[config.mk]
export PLATFORM = sky130hd
export DESIGN_NAME = hazard_controller
export DESIGN_NICKNAME = d
export VERILOG_FILES = /design/src/rtl/hazard_controller_pkg.sv /design/src/rtl/sat_counter.sv /design/src/rtl/hazard_controller.sv
export SDC_FILE = /design/constraint.sdc
export NUM_CORES = 1
export LEC_CHECK = 0
export ABC_AREA = 0
export BUFFER_PORTS_ARGS = -buffer_cell sky130_fd_sc_hd__buf_2
export CORE_ASPECT_RATIO = 0.8
export CORE_MARGIN = 8
export CORE_UTILIZATION = 50
export DETAILED_ROUTE_END_ITERATION = 10
export HOLD_SLACK_MARGIN = 0.05
export PLACE_DENSITY_LB_ADDON = 0.12
export RECOVER_POWER = 50
export SLEW_MARGIN = 10
export SYNTH_ARGS = -nofsm -noshare
export SYNTH_HDL_FRONTEND = slang
export SYNTH_HIERARCHICAL = 1
export SYNTH_SLANG_ARGS = --single-unit
[constraint.sdc]
create_clock -name clk -period 4.8 [get_ports clk]
set_clock_uncertainty 0.2 [all_clocks]
set_input_delay 0.48 -clock clk [delete_from_list [all_inputs] [get_ports clk]]
set_output_delay 0.48 -clock clk [all_outputs]
set_load 0.05 [all_outputs]
[src/rtl/hazard_controller_pkg.sv]
// Shared pipeline widths and hazard-controller FSM encodings.
package hazard_controller_pkg;

  localparam int unsigned REG_IDX_WIDTH = 5;
  localparam int unsigned WORD_LEN      = 32;

  typedef enum logic [1:0] {
    HZ_RUN      = 2'd0,
    HZ_MEM_WAIT = 2'd1,
    HZ_HUNG     = 2'd2
  } hz_state_e;

  // A register operand matches a destination only if it is used and is not x0.
  function automatic logic reg_match(input logic                     used,
                                     input logic [REG_IDX_WIDTH-1:0] src,
                                     input logic [REG_IDX_WIDTH-1:0] dst);
    return used && (src != '0) && (src == dst);
  endfunction

endpackage

[src/rtl/sat_counter.sv]
// Saturating up-counter used for the stall and flush performance counters.
module sat_counter #(
  parameter int unsigned WIDTH = 32
) (
  input  logic             clk,
  input  logic             rstn,
  input  logic             inc,
  output logic [WIDTH-1:0] count
);

  logic [WIDTH-1:0] r_count;

  always_ff @(posedge clk or negedge rstn) begin
    if (!rstn) begin
      r_count <= '0;
    end else if (inc && (r_count != '1)) begin
      r_count <= r_count + 1'b1;
    end
  end

  assign count = r_count;

endmodule

[src/rtl/hazard_controller.sv]
// Pipeline hazard controller: load-use/branch interlocks, ID redirects,
// data-memory wait freeze with hang detection, and stall/flush counters.
module hazard_controller
  import hazard_controller_pkg::*;
#(
  parameter int unsigned MEM_TIMEOUT = 255,
  parameter int unsigned CNT_WIDTH   = 32
) (
  input  logic                     clk,
  input  logic                     rstn,
  input  logic [REG_IDX_WIDTH-1:0] readAddr1_ID,
  input  logic [REG_IDX_WIDTH-1:0] readAddr2_ID,
  input  logic                     usesRs1_ID,
  input  logic                     usesRs2_ID,
  input  logic                     isBranch_ID,
  input  logic                     redirect_ID,
  input  logic                     regWrite_EX,
  input  logic                     memRead_EX,
  input  logic [REG_IDX_WIDTH-1:0] writeAddr_EX,
  input  logic                     regWrite_MEM,
  input  logic                     memRead_MEM,
  input  logic [REG_IDX_WIDTH-1:0] writeAddr_MEM,
  input  logic                     memReq_MEM,
  input  logic                     memReady,
  output logic                     stall_IF,
  output logic                     stall_ID,
  output logic                     stall_EX,
  output logic                     stall_MEM,
  output logic                     bubble_EX,
  output logic                     flush_ID,
  output logic                     memError,
  output logic [CNT_WIDTH-1:0]     stallCount,
  output logic [CNT_WIDTH-1:0]     flushCount
);

  localparam int unsigned WCW = $clog2(MEM_TIMEOUT + 1);
  localparam logic [WCW-1:0] TIMEOUT_V = WCW'(MEM_TIMEOUT);

  hz_state_e      r_state, w_next_state;
  logic [WCW-1:0] r_waitCnt, w_next_waitCnt;

  logic w_hazMatch_EX, w_hazMatch_MEM, w_loadUse, w_branchHaz;
  logic w_memWait, w_freeze, w_dataStall, w_redirect;

  assign w_hazMatch_EX  = regWrite_EX &&
                          (reg_match(usesRs1_ID, readAddr1_ID, writeAddr_EX) ||
                           reg_match(usesRs2_ID, readAddr2_ID, writeAddr_EX));
  assign w_hazMatch_MEM = regWrite_MEM &&
                          (reg_match(usesRs1_ID, readAddr1_ID, writeAddr_MEM) ||
                           reg_match(usesRs2_ID, readAddr2_ID, writeAddr_MEM));
  assign w_loadUse      = memRead_EX && w_hazMatch_EX;
  // ALU results in MEM are forwarded to ID, so only a load there blocks a branch.
  assign w_branchHaz    = isBranch_ID && (w_hazMatch_EX || (memRead_MEM && w_hazMatch_MEM));
  assign w_memWait      = memReq_MEM && !memReady;

  always_ff @(posedge clk or negedge rstn) begin
    if (!rstn) begin
      r_state   <= HZ_RUN;
      r_waitCnt <= '0;
    end else begin
      r_state   <= w_next_state;
      r_waitCnt <= w_next_waitCnt;
    end
  end

  always_comb begin
    w_next_state   = r_state;
    w_next_waitCnt = r_waitCnt;
    w_freeze       = 1'b0;
    w_dataStall    = 1'b0;
    w_redirect     = 1'b0;
    stall_IF       = 1'b0;
    stall_ID       = 1'b0;
    stall_EX       = 1'b0;
    stall_MEM      = 1'b0;
    bubble_EX      = 1'b0;
    flush_ID       = 1'b0;
    memError       = 1'b0;

    case (r_state)
      HZ_RUN: begin
        if (w_memWait) begin
          w_next_state   = HZ_MEM_WAIT;
          w_next_waitCnt = WCW'(1);
        end
      end
      HZ_MEM_WAIT: begin
        if (memReady) begin
          w_next_state = HZ_RUN;
        end else begin
          w_next_waitCnt = r_waitCnt + 1'b1;
          if (w_next_waitCnt == TIMEOUT_V) begin
            w_next_state = HZ_HUNG;
          end
        end
      end
      HZ_HUNG: memError = 1'b1;
      default: w_next_state = HZ_RUN;
    endcase

    // Interlocks and redirects are masked while in reset; a memory wait still freezes.
    w_freeze    = w_memWait || (r_state == HZ_HUNG);
    w_dataStall = (w_loadUse || w_branchHaz) && !w_freeze && rstn;
    w_redirect  = redirect_ID && !w_freeze && !w_dataStall && rstn;

    stall_IF  = w_freeze || w_dataStall;
    stall_ID  = w_freeze || w_dataStall;
    stall_EX  = w_freeze;
    stall_MEM = w_freeze;
    bubble_EX = w_dataStall;
    flush_ID  = w_redirect;
  end

  sat_counter #(.WIDTH(CNT_WIDTH)) u_stall_cnt (
    .clk   (clk),
    .rstn  (rstn),
    .inc   (stall_IF),
    .count (stallCount)
  );

  sat_counter #(.WIDTH(CNT_WIDTH)) u_flush_cnt (
    .clk   (clk),
    .rstn  (rstn),
    .inc   (flush_ID),
    .count (flushCount)
  );

endmodule

# [Yosys cells after proc, flatten, opt, wreduce, memory -nomap -nowiden]
# Index checks and enable logic that the tools add are counted.
[word_totals] regBits=74 output_inout_bits=71 word_cells=62
[classes] addsub=3 eq_ne=12 muxes=8 bitwise_logic=1 n_reduce_logical=34
[ops] op="32-bit by 1-bit adder with 32-bit output (second input constant)" count=2
[ops] op="32-bit != test (second input constant)" count=2
[ops] op="5-bit equality test" count=4
[ops] op="1-bit logical AND" count=19
[ops] op="8-bit two-way mux" count=2
[ops] op="8-bit case mux with 2 select lines" count=1
[ops] op="5-bit nonzero test" count=2
[ops] op="8-bit by 1-bit adder with 8-bit output (second input constant)" count=1
[ops] op="8-bit equality test (second input constant)" count=1
[ops] op="1-bit logical OR" count=6
[ops] op="2-bit two-way mux" count=3
[ops] op="2-bit case mux with 3 select lines" count=1
[ops] op="3-bit AND reduction" count=2
[ops] op="2-bit != test (second input constant)" count=2
[ops] op="1-bit logical NOT" count=3
[ops] op="3-bit != test (second input constant)" count=1
[ops] op="2-bit by 1-bit equality test with 1-bit output (second input constant)" count=1
[ops] op="2-bit equality test (second input constant)" count=1
[ops] op="2-bit logical NOT" count=1
[ops] op="2-bit nonzero test" count=1
[ops] op="1-bit two-way mux" count=1
[ops] op="1-bit NOT" count=1

# [Logic depth before layout (Yosys ltp)]
[logic_depth] word_depth=15 mapped_depth=11 mapped_depth_nobuf=10

# [Modules after synthesis]
# Netlist, hierarchy kept.
[by_module_without_submodules] mod="sat_counter" n_inst=2 cells_per_inst=151 area_per_inst_um2=1624.1
[by_module_without_submodules] mod="hazard_controller" n_inst=1 cells_per_inst=108 area_per_inst_um2=877.1

# [Worst setup path after synthesis]
# No wires, ideal clock.
[synth_path] path_type="input to register" start="input port readAddr2_ID[2]" end="register u_stall_cnt.r_count[29] (netlist: u_stall_cnt/count[29])" setup_ps=82 arrival_time_ps=3346 setup_slack_ps=1172 stages=11 path_buffers=1 path_cell_list="or4_1 o21ai_2 nor4_1 nor2_1 o211ai_1 and3_1 nor2b_1 clkbuf_1 nand4_1 nor4_2 xor2_1"
[synth_between] elab_chain_cells=13 elab_cells_between_ends=19 cone_classes="eq/ne (2); reduce/logical (17)"
[synth_lines] element="start, declared" line="hazard_controller.sv:12" source="input logic [REG_IDX_WIDTH-1:0] readAddr2_ID,"
[synth_lines] element="5-bit nonzero test" line="hazard_controller_pkg.sv:17" source="return used && (src != '0) && (src == dst);"
[synth_lines] element="1-bit logical AND (2 in series)" line="hazard_controller_pkg.sv:17"
[synth_lines] element="1-bit logical OR" line="hazard_controller.sv:49" source="(reg_match(usesRs1_ID, readAddr1_ID, writeAddr_MEM) ||"
[synth_lines] element="1-bit logical AND" line="hazard_controller.sv:48" source="assign w_hazMatch_MEM = regWrite_MEM &&"
[synth_lines] element="1-bit logical AND" line="hazard_controller.sv:53" source="assign w_branchHaz = isBranch_ID && (w_hazMatch_EX || (memRead_MEM && w_hazMatch_MEM));"
[synth_lines] element="1-bit logical OR" line="hazard_controller.sv:53"
[synth_lines] element="1-bit logical AND" line="hazard_controller.sv:53"
[synth_lines] element="1-bit logical OR (*)" line="hazard_controller.sv:103" source="w_dataStall = (w_loadUse || w_branchHaz) && !w_freeze && rstn;"
[synth_lines] element="1-bit logical AND (*) (2 in series)" line="hazard_controller.sv:103"
[synth_lines] element="1-bit logical OR (*)"
[synth_lines] element="named net stall_ID" line="hazard_controller.sv:26" source="output logic stall_ID,"
[synth_lines] element="1-bit logical AND (*)" line="sat_counter.sv:16" source="end else if (inc && (r_count != '1)) begin"
[synth_lines] element="end signal, assigned" line="sat_counter.sv:17" source="r_count <= r_count + 1'b1;"
[synth_lines] element="end, declared" line="sat_counter.sv:11" source="logic [WIDTH-1:0] r_count;"
# Mark *: on every way through the listed nets, which the timed path passes. The rest lies on a longest branch.
# A chain may end at the register's enable or synchronous reset.

# [Final worst setup path]
[layout_path] start="input port rstn" end="register u_stall_cnt.r_count[29] (netlist: u_stall_cnt/count[29])"
[layout_between] elab_chain_cells=3
[layout_lines] element="start, declared" line="hazard_controller.sv:10" source="input logic rstn,"
[layout_lines] element="1-bit logical AND" line="hazard_controller.sv:103"
[layout_lines] element="1-bit logical OR" line="hazard_controller.sv:106" source="stall_IF = w_freeze || w_dataStall;"
[layout_lines] element="1-bit logical AND" line="sat_counter.sv:16"
# Every way passes these cells.

==> impl_metrics.ini <==
[status]
status = finished with violations
violations = max-capacitance violations, max-slew violations

[finish]
area.sequential_um2 = 1850
fill_cells = 728
drive_gt1_frac = 0.155
final_nets = 554
diodes = 0
final_common_cell = dfrtp_1
utilization = 0.614
final_cell_mix = 74 x dfrtp_1, 65 x clkbuf_1, 61 x xnor2_1, 38 x nand2_1, 37 x buf_2
multi_input_area_um2 = 2200
syn2layout_area_growth_pct = 18.8
fin_cells = 631

[flow_run]
drv_cap = 1

[detailed_routing]
wl_per_cell_um = 16.8
detail_route.wirelength_um = 10600
first_pass_iters = 4
drc = 0
vias_per_cell = 5.63
ant_nets = 0
drtIter0Drc = 201
vias = 3555

[timing]
slew_headroom = -0.0609
tightest_slew_ns = 1.59
setup_viol = 0
rsz0062_at_grt = false
worst_slack_ns = 1.35
fmax_ghz = 0.290
totalNegativeSetupSlack_ns = 0
hold_viol = 0
min_period_over_period = 0.719
fin_crit_ns = 3.45
drv_slew = 65

[clock_network]
clockBufferDepth = 2
clkTransAtPathRegs_ns = 0.08
cts_tree = yes
postCtsSetupRepairBufs = 0
numCtsBuffers = 9
cts_sinks = 74
cts_root_buf = clkbuf_8
cts.repair.resized = 0
cts.htree.levels = 3
insertion_delay_ns = 0.36

[critical_path]
cp-start-kind = input port
worst_path_max_delay_cell = dlygate4sd3_1
r2r_slack_ns = 1.85
path_class = input port to register
required_ns = 4.88
slowest_delay_ns = 0.59
crit_top_cell = o211ai_1
arrival_ns = 3.54
end_kind = register
crit_chain = dlygate4sd3_1 -> clkbuf_1 -> o211ai_1 -> o211ai_1 -> buf_4 -> and3_1 -> nor2b_1 -> nand4_1 -> nor4_2 -> xor2_1
path_max_fanout = 15

[floorplanning]
die-area_um2 = 11400
ios = 103
die_x_um = 118
coreArea_um2 = 7980
start_util = 0.517
die_y_um = 97.2
rows = 29

[synth]
synth_cells = 410
synth.largest_area_cell = dfrtp_1
synth_top_area_frac = 0.449
synth_area_leaders = dfrtp_1 45%, xnor2_1 13%, nand4_1 5.0%
ys_ff_latch = 74
yosysSeqAreaShare = 0.449
netlist_area_um2 = 4130
syn_nets = 446
synth.avg_cell_area_um2 = 10.1
ys_types = 42
yosysWarnings = 6

[global_route]
busiest_layer = met2
grt_pass1_wl_um = 18100
grt_antenna_before_repair = 0
grt_pass1_vias = 3576
met3_usage = 0.0825
grt_start_max_net_pins = 65
overflow = 0
grt_util_met1 = 0.254
met2_usage = 0.279
grt_usage = 0.191

[power_and_ir_drop]
peakVddDrop_mv = 0.179
leakagePower_nw = 2.04
p_per_area_nw_per_um2 = 356

[placed_design]
place.gp.congestion = 0.913
dpl.hpwl_um = 8000
dpl_worst_slack_ns = 1.40
dp.cells = 614
port_buffers = 102

[hold_path]
hold_path_class = input port to register
sequential cells by signal, summed over array words and instances (netlist names):
register,cells
u_flush_cnt/count,32
u_stall_cnt/count,32
r_waitCnt,8
r_state,2
path summary, 6_finish.rpt:
| check | start | end | cells after the start |
|---|---|---|---|
| worst max register to register | r_state[0] | u_flush_cnt/count[29] | 9 |
| worst min-delay path | memReady | r_waitCnt[4] | 4 |
| max in group asynchronous | rstn | u_flush_cnt/count[20] | 3 |
| worst max-delay path | rstn | u_stall_cnt/count[29] | 10 |
| min in group asynchronous | rstn | u_flush_cnt/count[4] | 2 |
| worst min register to register | r_waitCnt[7] | r_waitCnt[7] | 1 |
synthesized netlist by cell type (all sizes together):
library cell and instances:
a21bo 1, a21oi 8, a22oi 1, a31o 1
a31oi 3, and3 10, and4 8, buf 5
clkbuf 3, dfrtp 74, ha 4, inv 5
mux2 4, nand2 40, nand2b 1, nand3 38
nand3b 2, nand4 35, nor2 27, nor2b 4
nor3 11, nor4 14, o211ai 6, o21ai 15
o221ai 1, o31ai 4, or4 6, xnor2 61
xor2 18
metal layers:
layer	share of wire	vias to the layer above	wire, µm
met5	0	-	0
met4	0.011	0	116
met3	0.077	12	818
met2	0.43	133	4580
met1	0.48	1701	5100
li1	-	1709	-
stage by stage:
stage / power (mW) / hold slack, ns / cell area [µm²]
floorplan: 1.05 / -0.0156 / 4130
global placement: 1.17 / 0.137 / 4730
detailed placement: 1.18 / 0.141 / 4730
CTS: 1.78 / 0.264 / 4990
global route: 1.84 / 0.284 / 4900
finish: 1.74 / 0.275 / 4900
cell families (layout without fill, tap and decap cells):
group,count (synthesis),count (layout),synth area share
muxes,4,4,0.0109
buffers and inverters,13,126,0.0176
xor gates and xnor gates,79,79,0.168
DFF,74,74,0.449
and+or+nand+nor,196,196,0.274
adders and majority gates,4,4,0.0121
AOI/OAI and AO/OA,40,40,0.0682
worst max-delay path, delay by kind of cell:
family / cells / cell delay (ns)
AO/OA/AOI/OAI: 2 / 0.37
AND/OR/NAND/NOR: 4 / 1.14
buffers and inverters: 3 / 1.37
XOR/XNOR: 1 / 0.17
layout make-up:
| class | count | area share |
|---|---|---|
| flip-flops and latches | 74 | 0.378 |
| multi-input cells | 323 | 0.449 |
| repair buffers | 105 | 0.0922 |
| clock inverters | 7 | 0.0240 |
| clock buffers | 9 | 0.0253 |
| inverters | 5 | 0.00383 |
| well taps | 108 | 0.0276 |
where the power goes:
group,internal (mW),switching (mW),leakage (nW),total (mW)
Clock,0.344,0.242,0.111,0.586
Sequential,0.676,0.0829,1.01,0.759
Combinational,0.103,0.295,0.917,0.397
what timing repair did:
| action | 4_1_cts | 5_1_grt |
|---|---|---|
| hold buffers | 1 | 0 |
| hold endpoints to repair | 10 | 0 |
| endpoints found under the setup margin | 0 | 0 |
No activity file was read; power rests on OpenSTA's default activity.
